[src/rtl/multicycle_controller_if.sv]
// Control-path bundle between the multicycle sequencer and the picoMIPS datapath/IO.
// master = controller side, slave = datapath/IO side.
interface multicycle_controller_if #(
    parameter int OP_W = 6,
    parameter int F_W  = 3,
    parameter int FL_W = 4
) ();
    logic            run;
    logic [OP_W-1:0] opCode;
    logic [FL_W-1:0] aluFlags;
    logic            inValid;
    logic            outAck;
    logic            irLoad;
    logic            pcInc;
    logic            pcBranchAbs;
    logic            pcBranchRel;
    logic            regWrite;
    logic            immSel;
    logic            inSel;
    logic [F_W-1:0]  aluFunction;
    logic            inAck;
    logic            outValid;
    logic            halted;
    logic            illegal;
    logic [FL_W-1:0] flags;

    modport master (
        input  run, opCode, aluFlags, inValid, outAck,
        output irLoad, pcInc, pcBranchAbs, pcBranchRel, regWrite,
               immSel, inSel, aluFunction, inAck, outValid,
               halted, illegal, flags
    );

    modport slave (
        output run, opCode, aluFlags, inValid, outAck,
        input  irLoad, pcInc, pcBranchAbs, pcBranchRel, regWrite,
               immSel, inSel, aluFunction, inAck, outValid,
               halted, illegal, flags
    );
endinterface

[src/rtl/multicycle_controller.sv]
// Multi-cycle FETCH/DECODE/EXECUTE/WRITEBACK sequencer for the picoMIPS CPU.
// Owns the condition-flag register and the IN/OUT handshakes.
module multicycle_controller #(
    parameter int OP_W = 6,
    parameter int F_W  = 3,
    parameter int FL_W = 4
) (
    input  logic                    clk,
    input  logic                    nRst,
    multicycle_controller_if.master bus
);

    typedef enum logic [2:0] {
        S_FETCH,
        S_DECODE,
        S_EXECUTE,
        S_WRITEBACK,
        S_HALT
    } state_t;

    state_t          r_state;
    state_t          w_next;
    logic [FL_W-1:0] r_flags;

    logic w_isAlu;
    logic w_isNop;
    logic w_isJmp;
    logic w_isBr;
    logic w_isIn;
    logic w_isOut;
    logic w_isHalt;
    logic w_taken;
    logic w_aluPhase;

    assign w_isAlu  = (bus.opCode[OP_W-1 -: 2] == 2'b01);
    assign w_isNop  = (bus.opCode == OP_W'('h00));
    assign w_isJmp  = (bus.opCode == OP_W'('h20));
    assign w_isBr   = (bus.opCode >= OP_W'('h21)) &&
                      (bus.opCode <= OP_W'('h24));
    assign w_isIn   = (bus.opCode == OP_W'('h30));
    assign w_isOut  = (bus.opCode == OP_W'('h31));
    assign w_isHalt = (bus.opCode == OP_W'('h3F));

    // Branch conditions look at the registered flags, never the live ALU flags.
    always_comb begin
        w_taken = 1'b0;
        unique case (1'b1)
            bus.opCode == OP_W'('h21): w_taken = r_flags[0];
            bus.opCode == OP_W'('h22): w_taken = ~r_flags[0];
            bus.opCode == OP_W'('h23): w_taken = r_flags[2];
            bus.opCode == OP_W'('h24): w_taken = r_flags[1];
            default:                   w_taken = 1'b0;
        endcase
    end

    always_ff @(posedge clk or negedge nRst) begin
        if (!nRst) begin
            r_state <= S_FETCH;
        end else begin
            r_state <= w_next;
        end
    end

    always_ff @(posedge clk or negedge nRst) begin
        if (!nRst) begin
            r_flags <= '0;
        end else if (r_state == S_WRITEBACK) begin
            r_flags <= bus.aluFlags;
        end
    end

    always_comb begin
        w_next = r_state;
        unique case (r_state)
            S_FETCH:     if (bus.run) w_next = S_DECODE;
            S_DECODE:    w_next = S_EXECUTE;
            S_EXECUTE: begin
                unique case (1'b1)
                    w_isAlu:  w_next = S_WRITEBACK;
                    w_isHalt: w_next = S_HALT;
                    w_isIn:   if (bus.inValid) w_next = S_FETCH;
                    w_isOut:  if (bus.outAck) w_next = S_FETCH;
                    default:  w_next = S_FETCH;
                endcase
            end
            S_WRITEBACK: w_next = S_FETCH;
            S_HALT:      w_next = S_HALT;
            default:     w_next = S_FETCH;
        endcase
    end

    assign w_aluPhase = w_isAlu && ((r_state == S_DECODE) ||
                                    (r_state == S_EXECUTE) ||
                                    (r_state == S_WRITEBACK));

    always_comb begin
        bus.irLoad      = 1'b0;
        bus.pcInc       = 1'b0;
        bus.pcBranchAbs = 1'b0;
        bus.pcBranchRel = 1'b0;
        bus.regWrite    = 1'b0;
        bus.inSel       = 1'b0;
        bus.inAck       = 1'b0;
        bus.outValid    = 1'b0;
        bus.halted      = 1'b0;
        bus.illegal     = 1'b0;
        bus.immSel      = w_aluPhase & bus.opCode[F_W];
        bus.aluFunction = w_aluPhase ? bus.opCode[F_W-1:0] : '0;
        unique case (r_state)
            // Gated so that the bus is quiet while reset is held.
            S_FETCH:     bus.irLoad = bus.run & nRst;
            S_DECODE:    ;
            S_EXECUTE: begin
                unique case (1'b1)
                    w_isAlu, w_isHalt: ;
                    w_isNop: bus.pcInc = 1'b1;
                    w_isJmp: bus.pcBranchAbs = 1'b1;
                    w_isBr: begin
                        bus.pcBranchRel = w_taken;
                        bus.pcInc       = ~w_taken;
                    end
                    w_isIn: begin
                        bus.inAck    = bus.inValid;
                        bus.inSel    = bus.inValid;
                        bus.regWrite = bus.inValid;
                        bus.pcInc    = bus.inValid;
                    end
                    w_isOut: begin
                        bus.outValid = 1'b1;
                        bus.pcInc    = bus.outAck;
                    end
                    default: begin
                        bus.pcInc   = 1'b1;
                        bus.illegal = 1'b1;
                    end
                endcase
            end
            S_WRITEBACK: begin
                bus.regWrite = 1'b1;
                bus.pcInc    = 1'b1;
            end
            S_HALT:      bus.halted = 1'b1;
            default:     ;
        endcase
    end

    assign bus.flags = r_flags;

endmodule
[src/flat_wrapper.sv]
// flat-port wrapper written by rule: the top's interface ports become plain ports
module multicycle_controller_flat 
#(
    parameter int OP_W = 6,
    parameter int F_W  = 3,
    parameter int FL_W = 4
)
  (clk, nRst, bus_run, bus_opCode, bus_aluFlags, bus_inValid, bus_outAck, bus_irLoad, bus_pcInc, bus_pcBranchAbs, bus_pcBranchRel, bus_regWrite, bus_immSel, bus_inSel, bus_aluFunction, bus_inAck, bus_outValid, bus_halted, bus_illegal, bus_flags);
  multicycle_controller_if #(.OP_W(OP_W), .F_W(F_W), .FL_W(FL_W)) bus_i ();
  input  logic clk;
  input  logic nRst;
  input wire logic [$bits(bus_i.run)-1:0] bus_run;
  input wire logic [$bits(bus_i.opCode)-1:0] bus_opCode;
  input wire logic [$bits(bus_i.aluFlags)-1:0] bus_aluFlags;
  input wire logic [$bits(bus_i.inValid)-1:0] bus_inValid;
  input wire logic [$bits(bus_i.outAck)-1:0] bus_outAck;
  output wire logic [$bits(bus_i.irLoad)-1:0] bus_irLoad;
  output wire logic [$bits(bus_i.pcInc)-1:0] bus_pcInc;
  output wire logic [$bits(bus_i.pcBranchAbs)-1:0] bus_pcBranchAbs;
  output wire logic [$bits(bus_i.pcBranchRel)-1:0] bus_pcBranchRel;
  output wire logic [$bits(bus_i.regWrite)-1:0] bus_regWrite;
  output wire logic [$bits(bus_i.immSel)-1:0] bus_immSel;
  output wire logic [$bits(bus_i.inSel)-1:0] bus_inSel;
  output wire logic [$bits(bus_i.aluFunction)-1:0] bus_aluFunction;
  output wire logic [$bits(bus_i.inAck)-1:0] bus_inAck;
  output wire logic [$bits(bus_i.outValid)-1:0] bus_outValid;
  output wire logic [$bits(bus_i.halted)-1:0] bus_halted;
  output wire logic [$bits(bus_i.illegal)-1:0] bus_illegal;
  output wire logic [$bits(bus_i.flags)-1:0] bus_flags;
  assign bus_i.run = bus_run;
  assign bus_i.opCode = bus_opCode;
  assign bus_i.aluFlags = bus_aluFlags;
  assign bus_i.inValid = bus_inValid;
  assign bus_i.outAck = bus_outAck;
  assign bus_irLoad = bus_i.irLoad;
  assign bus_pcInc = bus_i.pcInc;
  assign bus_pcBranchAbs = bus_i.pcBranchAbs;
  assign bus_pcBranchRel = bus_i.pcBranchRel;
  assign bus_regWrite = bus_i.regWrite;
  assign bus_immSel = bus_i.immSel;
  assign bus_inSel = bus_i.inSel;
  assign bus_aluFunction = bus_i.aluFunction;
  assign bus_inAck = bus_i.inAck;
  assign bus_outValid = bus_i.outValid;
  assign bus_halted = bus_i.halted;
  assign bus_illegal = bus_i.illegal;
  assign bus_flags = bus_i.flags;
  multicycle_controller #(.OP_W(OP_W), .F_W(F_W), .FL_W(FL_W)) u_core (.clk(clk), .nRst(nRst), .bus(bus_i));
endmodule
[config.mk]
export PLATFORM = sky130hd
export DESIGN_NAME = multicycle_controller_flat
export DESIGN_NICKNAME = d
export VERILOG_FILES = /design/src/rtl/multicycle_controller_if.sv /design/src/rtl/multicycle_controller.sv /design/src/flat_wrapper.sv
export SDC_FILE = /design/constraint.sdc
export NUM_CORES = 1
export LEC_CHECK = 0
export ABC_AREA = 1
export BUFFER_PORTS_ARGS = -buffer_cell sky130_fd_sc_hd__buf_2
export CAP_MARGIN = 40
export CELL_PAD_IN_SITES_DETAIL_PLACEMENT = 1
export CELL_PAD_IN_SITES_GLOBAL_PLACEMENT = 2
export CORE_MARGIN = 8
export CORE_UTILIZATION = 21
export DETAILED_ROUTE_END_ITERATION = 8
export MAX_ROUTING_LAYER = met4
export PLACE_DENSITY_LB_ADDON = 0.1
export SLEW_MARGIN = 25
export SYNTH_ARGS = -nofsm -noshare
export SYNTH_HDL_FRONTEND = slang
export SYNTH_SLANG_ARGS = --single-unit
[constraint.sdc]
create_clock -name clk -period 1.4 [get_ports clk]
set_clock_uncertainty 0.15 [all_clocks]
set_input_delay 0 -clock clk [delete_from_list [all_inputs] [get_ports clk]]
set_output_delay 0 -clock clk [all_outputs]
set_load 0.01 [all_outputs]
# ---- After elaboration in Yosys (flattened, before gate mapping)
# Index checks and enable logic that the tools add are counted.
dict set report word_totals {
  regBits 7
  inputBits 15
  output_inout_bits 18
  elab_cells 55
}
dict set report classes {
  magnitude_cmp 2
  eq_ne 16
  mux 22
  n_reduce_logical 9
  n_bitwise 4
}
# op n
set op_table {}
lappend op_table {{6-bit equality test, second input constant} 8}
lappend op_table {{3-bit one-hot mux with 4 select lines} 2}
lappend op_table {{1-bit 2-to-1 mux} 12}
lappend op_table {{3-bit 2-to-1 mux} 4}
lappend op_table {{1-bit one-hot mux with 4 select lines} 2}
lappend op_table {{7-bit OR reduction} 1}
lappend op_table {{3-bit by 2-bit equality test with 1-bit output, second input constant} 2}
lappend op_table {{6-bit >= comparator, second input constant} 1}
lappend op_table {{6-bit less-or-equal comparator, second input constant} 1}
lappend op_table {{6-bit zero test} 1}
lappend op_table {{3-bit != test, second input constant} 2}
lappend op_table {{1-bit one-hot mux with 2 select lines} 2}
lappend op_table {{3-bit by 1-bit equality test with 1-bit output, second input constant} 1}
lappend op_table {{3-bit equality test, second input constant} 1}
lappend op_table {{3-bit zero test} 1}
lappend op_table {{3-bit AND reduction} 1}
lappend op_table {{3-bit OR reduction} 1}
lappend op_table {{1-bit bitwise AND} 2}
lappend op_table {{2-bit by 1-bit equality test with 1-bit output, second input constant} 1}
lappend op_table {{1-bit logical AND} 2}
lappend op_table {{1-bit logical OR} 2}
lappend op_table {{2-bit != test, second input constant} 1}
lappend op_table {{1-bit NOT} 2}

# ---- Longest topological paths before layout
# Gate-level depths: netlist of run 1.
dict set report logic_depth {
  ltp_word 5
  mapped_depth 10
  ltp_nobuf 10
}

# ---- Worst setup path after synthesis of run 1
# Ideal clock, no wire load.
dict set report synth_timing {
  kind {flip-flop to flip-flop}
  from {register u_core.r_state[0]}
  to {register u_core.r_state[0]}
  path_buffers 0
  setup_ns 0.122
  setup_slack_ns 0.060
  t_arrival_ns 1.068
  path_stages_with_launch 5
  cell_sequence {dfrtp_1 -> nand3b_2 -> nor2_2 -> nand2_1 -> o2111a_1}
}
dict set report synth_via {
  elab_chain_cells 3
  elab_cells_between_ends 9
}
# item line
set synth_lines {}
lappend synth_lines {{start, declared} multicycle_controller.sv:21} ;# state_t r_state;
lappend synth_lines {{start signal, assigned} multicycle_controller.sv:60} ;# r_state <= w_next;
lappend synth_lines {{3-bit by 2-bit equality test with 1-bit output or 3-bit zero test (tied branches)} multicycle_controller.sv:74} ;# unique case (r_state)
lappend synth_lines {{3-bit != test (no source line) or 2-bit != test (tied branches)} -}
lappend synth_lines {{3-bit AND reduction (no source line)} -}
# Parallel ways exist; a longest one is shown, timed or not.
# A chain may end at the register's enable or synchronous reset.

# ---- Final worst setup path of run 1
dict set report layout_timing {
  from {register u_core.r_state[1]}
  to {output bus_pcInc}
}
dict set report layout_via {
  elab_chain_cells 2
  elab_cells_between_ends 3
}
# item line
set layout_lines {}
lappend layout_lines {{3-bit by 2-bit equality test with 1-bit output} multicycle_controller.sv:109} ;# unique case (r_state)
lappend layout_lines {{1-bit one-hot mux with 2 select lines *} multicycle_controller.sv:109}
lappend layout_lines {{end, declared} flat_wrapper.sv:18} ;# output wire logic [$bits(bus_i.pcInc)-1:0] bus_pcInc;
# Mark *: on every way between the ends. The rest lies on a longest branch, timed or not.

==> results of run 1 <==
-- logic make-up after synthesis --
family                 after synthesis
buffers and inverters               19
flip-flops                           7
multiplexers                         1
AND/OR/NAND/NOR                     74
AO/OA/AOI/OAI                        8
-- critical path: stages, from the launching register on --
cell	delay [ns]
dfrtp_2	0.43
buf_4	0.15
nand3_2	0.11
nand2_1	0.07
nor2_1	0.08
nand2_1	0.05
nor2_1	0.08
nor2_1	0.04
buf_2	0.13
-- power groups by stage --
| stage | logic [W] | clock network [W] | registers, W |
|---|---|---|---|
| 4_1_cts | 0.000851 | 0.000195 | 0.000351 |
| 6_report | 0.00105 | 0.000184 | 0.000375 |
| 2_1_floorplan | 0.000342 | 0 | 0.000381 |
| 5_1_grt | 0.00113 | 0.000201 | 0.000390 |
| 3_5_place_dp | 0.000613 | 0 | 0.000363 |
| 3_3_place_gp | 0.000609 | 0 | 0.000357 |
-- layout by cell type, fill, tap and decap left out, types with 3 or more instances in the layout --
cell	n
clkbuf_4	3
nand3_1	5
buf_2	27
nor2_1	23
inv_1	11
nand2_1	18
dlygate4sd3_1	8
nor2_4	8
nand4_1	5
inv_2	7
a21oi_1	3
nor2_2	3
nand2_4	3
buf_4	10
buf_6	11
dfrtp_1	5
nand2_2	6
-- per-stage QoR --
stage	setup slack [ns]	TNS [ns]	instance area (µm²)
after floorplan	0.0601	0	669
after global placement	-0.0108	-0.0108	892
after detailed placement	-0.0149	-0.0149	892
after CTS	-0.127	-0.800	1100
after global routing	-0.294	-2.04	1230
final	-0.156	-1.02	1230
-- sequential cells by signal, indices dropped and copies added, names as in the netlist --
register	flops
u_core.r_state	3
u_core.bus.flags	4
-- routing by layer --
| layer | vias to the layer above | global-route usage | wire, µm |
|---|---|---|---|
| li1 | 462 | - | - |
| met1 | 409 | 0.124 | 1250 |
| met2 | 26 | 0.177 | 1380 |
| met3 | 4 | 0.0289 | 110 |
| met4 | 0 | 0.0289 | 35 |
| met5 | - | - | 0 |
-- worst max-delay path by stage --
stage | startpoint | endpoint | slack (ns) | cells after the start
finish | u_core.r_state[1] | bus_pcInc | -0.16 | 8
CTS | u_core.bus.flags[0] | bus_pcInc | -0.13 | 11
detailed placement | u_core.r_state[0] | u_core.r_state[0] | -0.01 | 4
global placement | u_core.r_state[0] | u_core.r_state[0] | -0.01 | 4
floorplan | u_core.r_state[0] | u_core.r_state[0] | 0.06 | 4
global route | u_core.bus.flags[0] | bus_pcInc | -0.29 | 10
-- timing repair --
item	CTS	global route
setup buffers	10	4
setup endpoints to repair	13	16
gates resized for setup	7	28
pin swaps	8	11
hold buffers	8	0
endpoints found under the hold margin	13	0
-- area by class of cell --
class / count / area, µm² / area share
timing repair buffer: 56 / 414 / 0.336
inverter: 18 / 67.6 / 0.0548
sequential: 7 / 178 / 0.144
clock buffer: 4 / 26.3 / 0.0213
multi-input combinational: 83 / 493 / 0.400
tap: 44 / 55.1 / 0.0446
==> results.md, run 1 <==
- Reg2Reg Depth: 6
- Remaining antenna violation count: 0
- Hold_ws: 0.0328 ns
- Pin count of the biggest net entering global routing: 9
- Global-route wire length before repair: 4400 µm
- Final setup viols: 13
- Cell row count: 20
- Avg Inst Size Synth: 6.14 µm²
- EDFF count, synth: 0
- Crit share post-route: 1.11
- Hold_sp: bus_opCode[2]
- Largest family of logic cells by synthesized area: simple AND/OR/NAND/NOR gates
- Initial Util: 0.219
- Post-synthesis mux area share: 0.0168
- Sw Ratio: 0.423
- Top-count cell post-synth: nor2_1
- Sequential fraction of the synthesis area: 0.262
- Post-synth top area share: 0.262
- CP Data Required Time: 1.25 ns
- Post-route insts no fill: 212
- CTS buffer count: 3
- Final hold vios: 0
- Worst reg2reg startpoint: u_core.r_state[2]
- Core footprint: 3050 µm²
- Gate Count Post-Synth: 109
- RSZ-0062 raised after global routing: true
- Max VDD drop: 0.000751 V
- Compound-Gate Fraction of Synth Area: 0.0766
- Most frequent cells after synthesis: nor2_1 (29), nand2_1 (22), inv_1 (13)
- N_diodes: 0
- Max-cap violations: 0
- CTS max path bufs: 2
- Syn_nets: 124
- Vias after detailed routing: 901
- Asr flop ratio synth: 1.00
- Inst Count DP: 186
- Initial antenna violation count: 0
- Simple-Gate Fraction of Synth Area: 0.533
- Synth-to-Final Area Change: 84.3%
- Number of levels in the clock H-tree: 1
- Setup CP Type: flip-flop to output pin
- Initial DRT Pass Iterations: 2
- Post-Route Utilization: 0.404
- DRC violation total after the first TritonRoute iteration: 9
- Netlist cell types: 21
- HP Class: input port to flip-flop
- GPL Wtd Cong: 0.747
- Sw power: 0.000679 W
- CTS tree: built
- Top-Level Pins: 33
- Synth Area in Adders: 0
- Comb pwr share: 0.652
- Hpwl dp: 2030 µm
- Slew headroom: 0.763
- Hold Path Depth: 3
- Worst setup SP type: flip-flop
- DIE WIDTH: 72.5 µm
- Synth area leader: dfrtp_1
- Share of cells above drive strength 1: 0.494
- P_leak: 0.645 nW
- Register bit count reported by yosys: 7
- Final WS setup: -0.156 ns
- Nets@finish: 184
- Worst-Margin Slew: 0.354 ns
- Clk root buf: clkbuf_4
- Final total power: 0.00161 W
- GR Overflow Total: 0
- Top_reg_cell synth: dfrtp_1
- Worst reg-to-reg setup slack: 0.01 ns
- Max-slew violation count: 0
- Pint: 0.000926 W
- Status: finished, violations left
- Cell Pwr Density: 1300 nW/µm²
- CP Max Fanout: 4
- All-layer global routing usage: 0.107
- Post-route minimum period: 1.56 ns
- Vias in the first global route: 984
- Port Buf Inserts: 32
- Clock latency on the worst-skew pair: 0.25 ns
- Arrival @ worst endpoint: 1.41 ns
- Die area: 5250 µm²
- Synth Cell Area: 669 µm²
- F_max: 642 MHz
- Synth warn: 0
- TritonCTS Sinks: 7
- Crit Reg-Reg Endpoint: u_core.r_state[0]
- Fill cells: 416
- Die Ht: 72.5 µm
- Post-DR wirelength/cell: 13.1 µm
- Via density: 4.25
- Seq pwr share: 0.234
- Crit end category: output pin
- Final WL: 2770 µm
- Drc violations: 0
- Synth area leaders: dfrtp_1 (26%), nor2_1 (16%), nand2_1 (12%), inv_1 (7.3%), nand4_1 (4.7%)
- Clock power share: 0.114
- Worst Hold End: u_core.r_state[2]
- Clock-pin slew on the worst setup and hold paths: 0.05 ns
- Xor/xnor share of the synthesized area: 0
- Failing checks: setup timing
Note: power is estimated with default switching activity, not from simulation.
==> inputs of run 2 (changes only) <==
- HOLD_SLACK_MARGIN: not set -> 0.08
==> run 2 against run 1 <==
Against the previous run: the flow still finishes with violations (setup timing); combinational power about the same; first-iteration DRC count increased by 100%; setup slack got worse by 0.037 ns; worst hold slack improved by 0.10 ns; utilization increased by 0.98 points; clock power about the same; global-route usage increased by 0.087 points; sequential power about the same; sequential cell count unchanged; routed wire length increased by 1.9%; largest power group unchanged.
==> results.md, run 2 (synthesis results as in run 1) <==
- Initial Util: 0.219 (unchanged)
- Worst Hold End: u_core.r_state[0]
- DRC violation total after the first TritonRoute iteration: 18 (+9)
- Crit Reg-Reg Endpoint: u_core.r_state[0]
- Synth-to-Final Area Change: 88.8%
- GPL Wtd Cong: 0.747 (unchanged)
- Worst-Margin Slew: 0.354 ns (-0.000217 ns)
- Worst setup SP type: flip-flop
- F_max: 628 MHz (-2.3%)
- Port Buf Inserts: 32 (unchanged)
- CP Max Fanout: 4 (unchanged)
- Crit share post-route: 1.14 (+0.0261)
- Post-Route Utilization: 0.414 (+0.00984)
- Worst reg2reg startpoint: u_core.r_state[2]
- Crit end category: output pin
- Post-route minimum period: 1.59 ns (+0.0366 ns)
- Final setup viols: 13 (unchanged)
- DIE WIDTH: 72.5 µm (unchanged)
- Drc violations: 0 (unchanged)
- Final WL: 2820 µm (+1.9%)
- Most common cell on crit path: nor2_1
- Hpwl dp: 2030 µm (unchanged)
- Die area: 5250 µm² (unchanged)
- Top-Level Pins: 33 (unchanged)
- Cell row count: 20 (unchanged)
- Cell Pwr Density: 1280 nW/µm² (-1.7%)
- TritonCTS Sinks: 7 (unchanged)
- Fill cells: 416 (unchanged)
- Remaining antenna violation count: 0 (unchanged)
- RSZ-0062 raised after global routing: true
- CTS tree: built
- Pin count of the biggest net entering global routing: 9 (unchanged)
- CP delay by family, top: simple AND/OR/NAND/NOR gates
- Status: finished, violations left
- Critical path origin: u_core.r_state[1]
- Initial antenna violation count: 0 (unchanged)
- Post-DR wirelength/cell: 13.1 µm (+0.49%)
- Via density: 4.29 (+1.0%)
- Max-slew violation count: 0 (unchanged)
- Die Ht: 72.5 µm (unchanged)
- Number of levels in the clock H-tree: 1 (unchanged)
- Hold_sp: bus_opCode[4]
- Nets@finish: 187 (+1.6%)
- All-layer global routing usage: 0.108 (+0.000873)
- Most frequent cells in the layout: buf_2 (27), nor2_1 (23), nand2_1 (18)
- Slew headroom: 0.763 (about the same)
- Failing checks: setup timing
- Hold Path Depth: 4 (+1)
- N_diodes: 0 (unchanged)
- Core footprint: 3050 µm² (unchanged)
- CP max-delay cell: dfrtp_2
- Share of cells above drive strength 1: 0.485 (-0.00867)
- Setup CP Type: flip-flop to output pin
- Clock latency on the worst-skew pair: 0.25 ns (about the same)
- Worst reg-to-reg setup slack: 0.02 ns (about the same)
- Global-route wire length before repair: 4440 µm (+0.93%)
- HP Class: input port to flip-flop
- Final WS setup: -0.193 ns (-0.0366 ns)
- Vias after detailed routing: 923 (+2.4%)
- Clk root buf: clkbuf_4
- P_leak: 0.653 nW (+1.3%)
- Max VDD drop: 0.000751 V (about the same)
- Max-cap violations: 0 (unchanged)
- WP depth: 8 (unchanged)
- Final hold vios: 0 (unchanged)
- CP Data Required Time: 1.25 ns (about the same)
- Initial DRT Pass Iterations: 2 (unchanged)
- Vias in the first global route: 1,002 (+1.8%)
- Most common library cell in the layout ignoring fill and taps: buf_2
- Max reg flops: 4 (unchanged)
- Post-Place Setup Slack: -0.0149 ns (unchanged)
- Crit-path cells: buf_4, nand3_2, nand2_1, nor2_1, nand2_1, nor2_1, nor2_1, buf_2
- Arrival @ worst endpoint: 1.44 ns (+0.03 ns)
- WP buf/inv: 2 (unchanged)
- CTS max path bufs: 2 (unchanged)
- Worst path max stage delay: 0.43 ns (about the same)
- Reg2Reg Depth: 6 (unchanged)
- CTS buffer count: 3 (unchanged)
- GR Overflow Total: 0 (unchanged)
- Clock-pin slew on the worst setup and hold paths: 0.05 ns (about the same)
[run 2: cell types whose count changed in the layout (fill, tap and decap cells not counted)]
cell           delta
dlygate4sd3_1     +3
[run 2: worst max-delay path by stage]
stage / end / slack, ns
after floorplan: u_core.r_state[0] / 0.06
after global placement: u_core.r_state[0] / -0.01
after detailed placement: u_core.r_state[0] / -0.01
after CTS: bus_pcInc / -0.13
after global routing: bus_pcInc / -0.29
final: bus_pcInc / -0.19
[run 2: timing repair]
item | CTS | global route
setup endpoints to repair | 13 | 16
buffers inserted | 10 | 4
pin swaps | 8 | 11
endpoints found under the hold margin | 14 | 0
resized for setup | 7 | 28
hold buffers | 11 | 0
[run 2: worst reg2reg max path, cell delays in order (launching register included)]
cell and delay [ns]:
dfrtp_1 0.40, inv_2 0.13, buf_6 0.12, nand3b_4 0.14, nor2_4 0.14, nand2_2 0.07
o2111a_1 0.12
[run 2: power by group]
part / internal (W) / leakage [nW] / total [W] / switching, W
clock network: 0.000109 / 0.0150 / 0.000184 / 0.0000750
registers: 0.000294 / 0.0813 / 0.000374 / 0.0000795
logic: 0.000527 / 0.557 / 0.00106 / 0.000532
[run 2: metal layers]
| layer | vias to the layer above | track usage | routed length [µm] |
|---|---|---|---|
| li1 | 469 | - | - |
| met1 | 424 | 0.124 | 1250 |
| met2 | 26 | 0.180 | 1430 |
| met3 | 4 | 0.0289 | 109 |
| met4 | 0 | 0.0289 | 35 |
| met5 | - | - | 0 |
[run 2: final cells by class]
type | count | area [µm²] | share of cell area
clock buffers | 4 | 26.3 | 0.0208
inverters | 18 | 67.6 | 0.0535
multi-input cells | 83 | 493 | 0.390
flip-flops and latches | 7 | 178 | 0.141
well taps | 44 | 55.1 | 0.0436
repair buffers | 59 | 444 | 0.351
[run 2: stage by stage]
stage                     TNS [ns]  instances  cell area [µm²]  total power, W  hold slack, ns
after CTS                   -0.799        211             1130         0.00140           0.162
final                        -1.01        215             1260         0.00162           0.133
after global routing         -2.05        215             1260         0.00174           0.175
after global placement     -0.0108        186              892        0.000965          -0.297
after detailed placement   -0.0149        186              892        0.000975          -0.298
after floorplan                  0        109              669        0.000723          -0.446
==> inputs of run 3 (changes only) <==
- BUFFER_PORTS_ARGS: -buffer_cell sky130_fd_sc_hd__buf_2 -> not set
- CORE_UTILIZATION: 21 -> 31
- DONT_BUFFER_PORTS: not set -> 1
- SKIP_LAST_GASP: not set -> 1
- clock period: 1.4 -> 2 ns (I/O delays scaled with it)
==> run 3 against run 2 <==
Against the previous run: the run now ends clean; routed wire length decreased by 18%; final area decreased by 29%; die area fell by 26%; sequential cell count unchanged; critical endpoint is now u_core.r_state[1]; highest routed layer unchanged.
==> results.md, run 3 (synthesis results as in run 1) <==
- N_diodes: 0 (unchanged)
- CTS max path bufs: 2 (unchanged)
- DRC violation total after the first TritonRoute iteration: 32 (+14)
- Die Ht: 62.5 µm (-14%)
- DIE WIDTH: 62.5 µm (-14%)
- CTS buffer count: 3 (unchanged)
- Core footprint: 2130 µm² (-30%)
- Worst path max stage delay: 0.56 ns (+0.13 ns)
- Remaining antenna violation count: 0 (unchanged)
- Vias after detailed routing: 772 (-16%)
- CP Data Required Time: 2.04 ns (+0.79 ns)
- Hpwl dp: 1820 µm (-11%)
- F_max: 529 MHz
- TritonCTS Sinks: 7 (unchanged)
- TNS Setup: 0 ns (+1.01 ns)
- Post-Place Cell Area: 697 µm² (-22%)
- Cell row count: 17 (-15%)
- Slew headroom: 0.741 (-0.0227)
- Share of cells above drive strength 1: 0.163 (-0.323)
- CTS tree: built
- Crit end category: flip-flop
- CP max-delay cell: dlygate4sd3_1
- Final WL: 2310 µm (-18%)
- P_leak: 0.445 nW (-32%)
- Initial antenna violation count: 0 (unchanged)
- Worst-Margin Slew: 0.388 ns (+0.0337 ns)
- Vias in the first global route: 830 (-17%)
- CP Max Fanout: 8 (+4)
- Most frequent cells in the layout: nor2_1 (29), nand2_1 (22), dlygate4sd3_1 (17)
- Global-route wire length before repair: 4050 µm (-8.7%)
- Crit share post-route: 0.945
- All-layer global routing usage: 0.127 (+0.0194)
- Area occupied by multi-input gates: 424 µm² (-14%)
- Max-cap violations: 0 (unchanged)
- Post-route minimum period: 1.89 ns
- Final hold vios: 0 (unchanged)
- Port Buf Inserts: 0 (-100%)
- Synth-to-Final Area Change: 34.2%
- RSZ-0062 raised after global routing: false
- Status: finished clean
- Cell Pwr Density: 838 nW/µm² (-34%)
- Initial DRT Pass Iterations: 4 (+2)
- GR Overflow Total: 0 (unchanged)
- Final setup viols: 0 (-13)
- Clock latency on the worst-skew pair: 0.25 ns (about the same)
- Initial Util: 0.315 (+0.0954)
- Setup CP Type: flip-flop to flip-flop
- Max VDD drop: 0.000361 V (-52%)
- Top-Level Pins: 33 (unchanged)
- Pin count of the biggest net entering global routing: 10 (+1)
- Fill cells: 282 (-32%)
- Final instance area: 898 µm² (-29%)
- Die area: 3900 µm² (-26%)
- Number of levels in the clock H-tree: 1 (unchanged)
- Crit-path cells: nand3b_2, nor2_4, nand2_1, o2111ai_1, dlygate4sd3_1
- Drc violations: 0 (unchanged)
- Worst setup SP type: flip-flop
- Most common library cell in the layout ignoring fill and taps: nor2_1
- Clock-pin slew on the worst setup and hold paths: 0.05 ns (about the same)
- Arrival @ worst endpoint: 1.93 ns (+0.49 ns)
- Via density: 4.92 (+15%)
- FF+latch area: 175 µm² (-1.4%)
- Nets@finish: 145 (-22%)
- HP Class: input port to flip-flop
- Post-CTS Setup Bufs: 0 (-10)
- Post-DR wirelength/cell: 14.7 µm (+12%)
- Max-slew violation count: 0 (unchanged)
- Max reg flops: 4 (unchanged)
- GPL Wtd Cong: 0.757 (+1.3%)
- Clk root buf: clkbuf_4
==> run 3: changes by cell type in the layout (fill, tap and decap cells not counted), sizes merged <==
cell,before,now
buf,48,0
dlygate4sd3,11,17
==> run 3: timing repair <==
item | CTS | global route
hold endpoints to repair | 21 | 0
hold buffers | 17 | 0
endpoints found under the setup margin | 0 | 1
resized for setup | 0 | 1
==> run 3: path summary, 6_finish.rpt <==
check / to / depth (start not counted) / slack, ns / startpoint
max: u_core.r_state[1] / 5 / 0.11 / u_core.r_state[0]
min: u_core.r_state[0] / 4 / 0.11 / bus_opCode[4]
max reg2reg: u_core.r_state[1] / 5 / 0.11 / u_core.r_state[0]
min reg2reg: u_core.bus.flags[3] / 1 / 0.44 / u_core.bus.flags[3]
max in group asynchronous: u_core.bus.flags[3] / 2 / 0.93 / nRst
min in group asynchronous: u_core.bus.flags[1] / 2 / 0.49 / nRst
==> run 3: metrics by stage <==
step	hold WS [ns]	setup slack, ns	power, W	instances	util
after floorplan	-0.446	0.660	0.000506	109	-
after global placement	-0.445	0.556	0.000573	136	0.328
after detailed placement	-0.445	0.541	0.000584	136	0.328
after CTS	0.0849	0.0636	0.000762	157	0.420
after global routing	0.140	0.00722	0.000824	157	0.422
final	0.110	0.111	0.000753	157	0.422
==> run 3: power breakdown <==
group	leakage, nW	switching (W)	internal [W]	total (W)
logic	0.346	0.000208	0.000135	0.000344
clock network	0.0150	0.0000504	0.0000760	0.000126
registers	0.0837	0.0000809	0.000202	0.000283
==> run 3: critical path, delay by kind of cell (launching register included) <==
| family | cells | cell delay [ns] |
|---|---|---|
| compound gates | 1 | 0.07 |
| buf+inv | 1 | 0.56 |
| flops | 1 | 0.42 |
| simple gates | 3 | 0.62 |
==> run 3: metal layers <==
metal | GRT usage | share of wire
met5 | - | 0
met4 | 0.0513 | 0.0048
met3 | 0.0305 | 0.048
met2 | 0.212 | 0.51
met1 | 0.142 | 0.44
==> run 3: area by class of cell <==
class,count,area share
inverters,18,0.0752
multi-input cells,83,0.472
well taps,28,0.0390
flip-flops and latches,7,0.195
repair buffers,17,0.189
clock buffers,4,0.0292
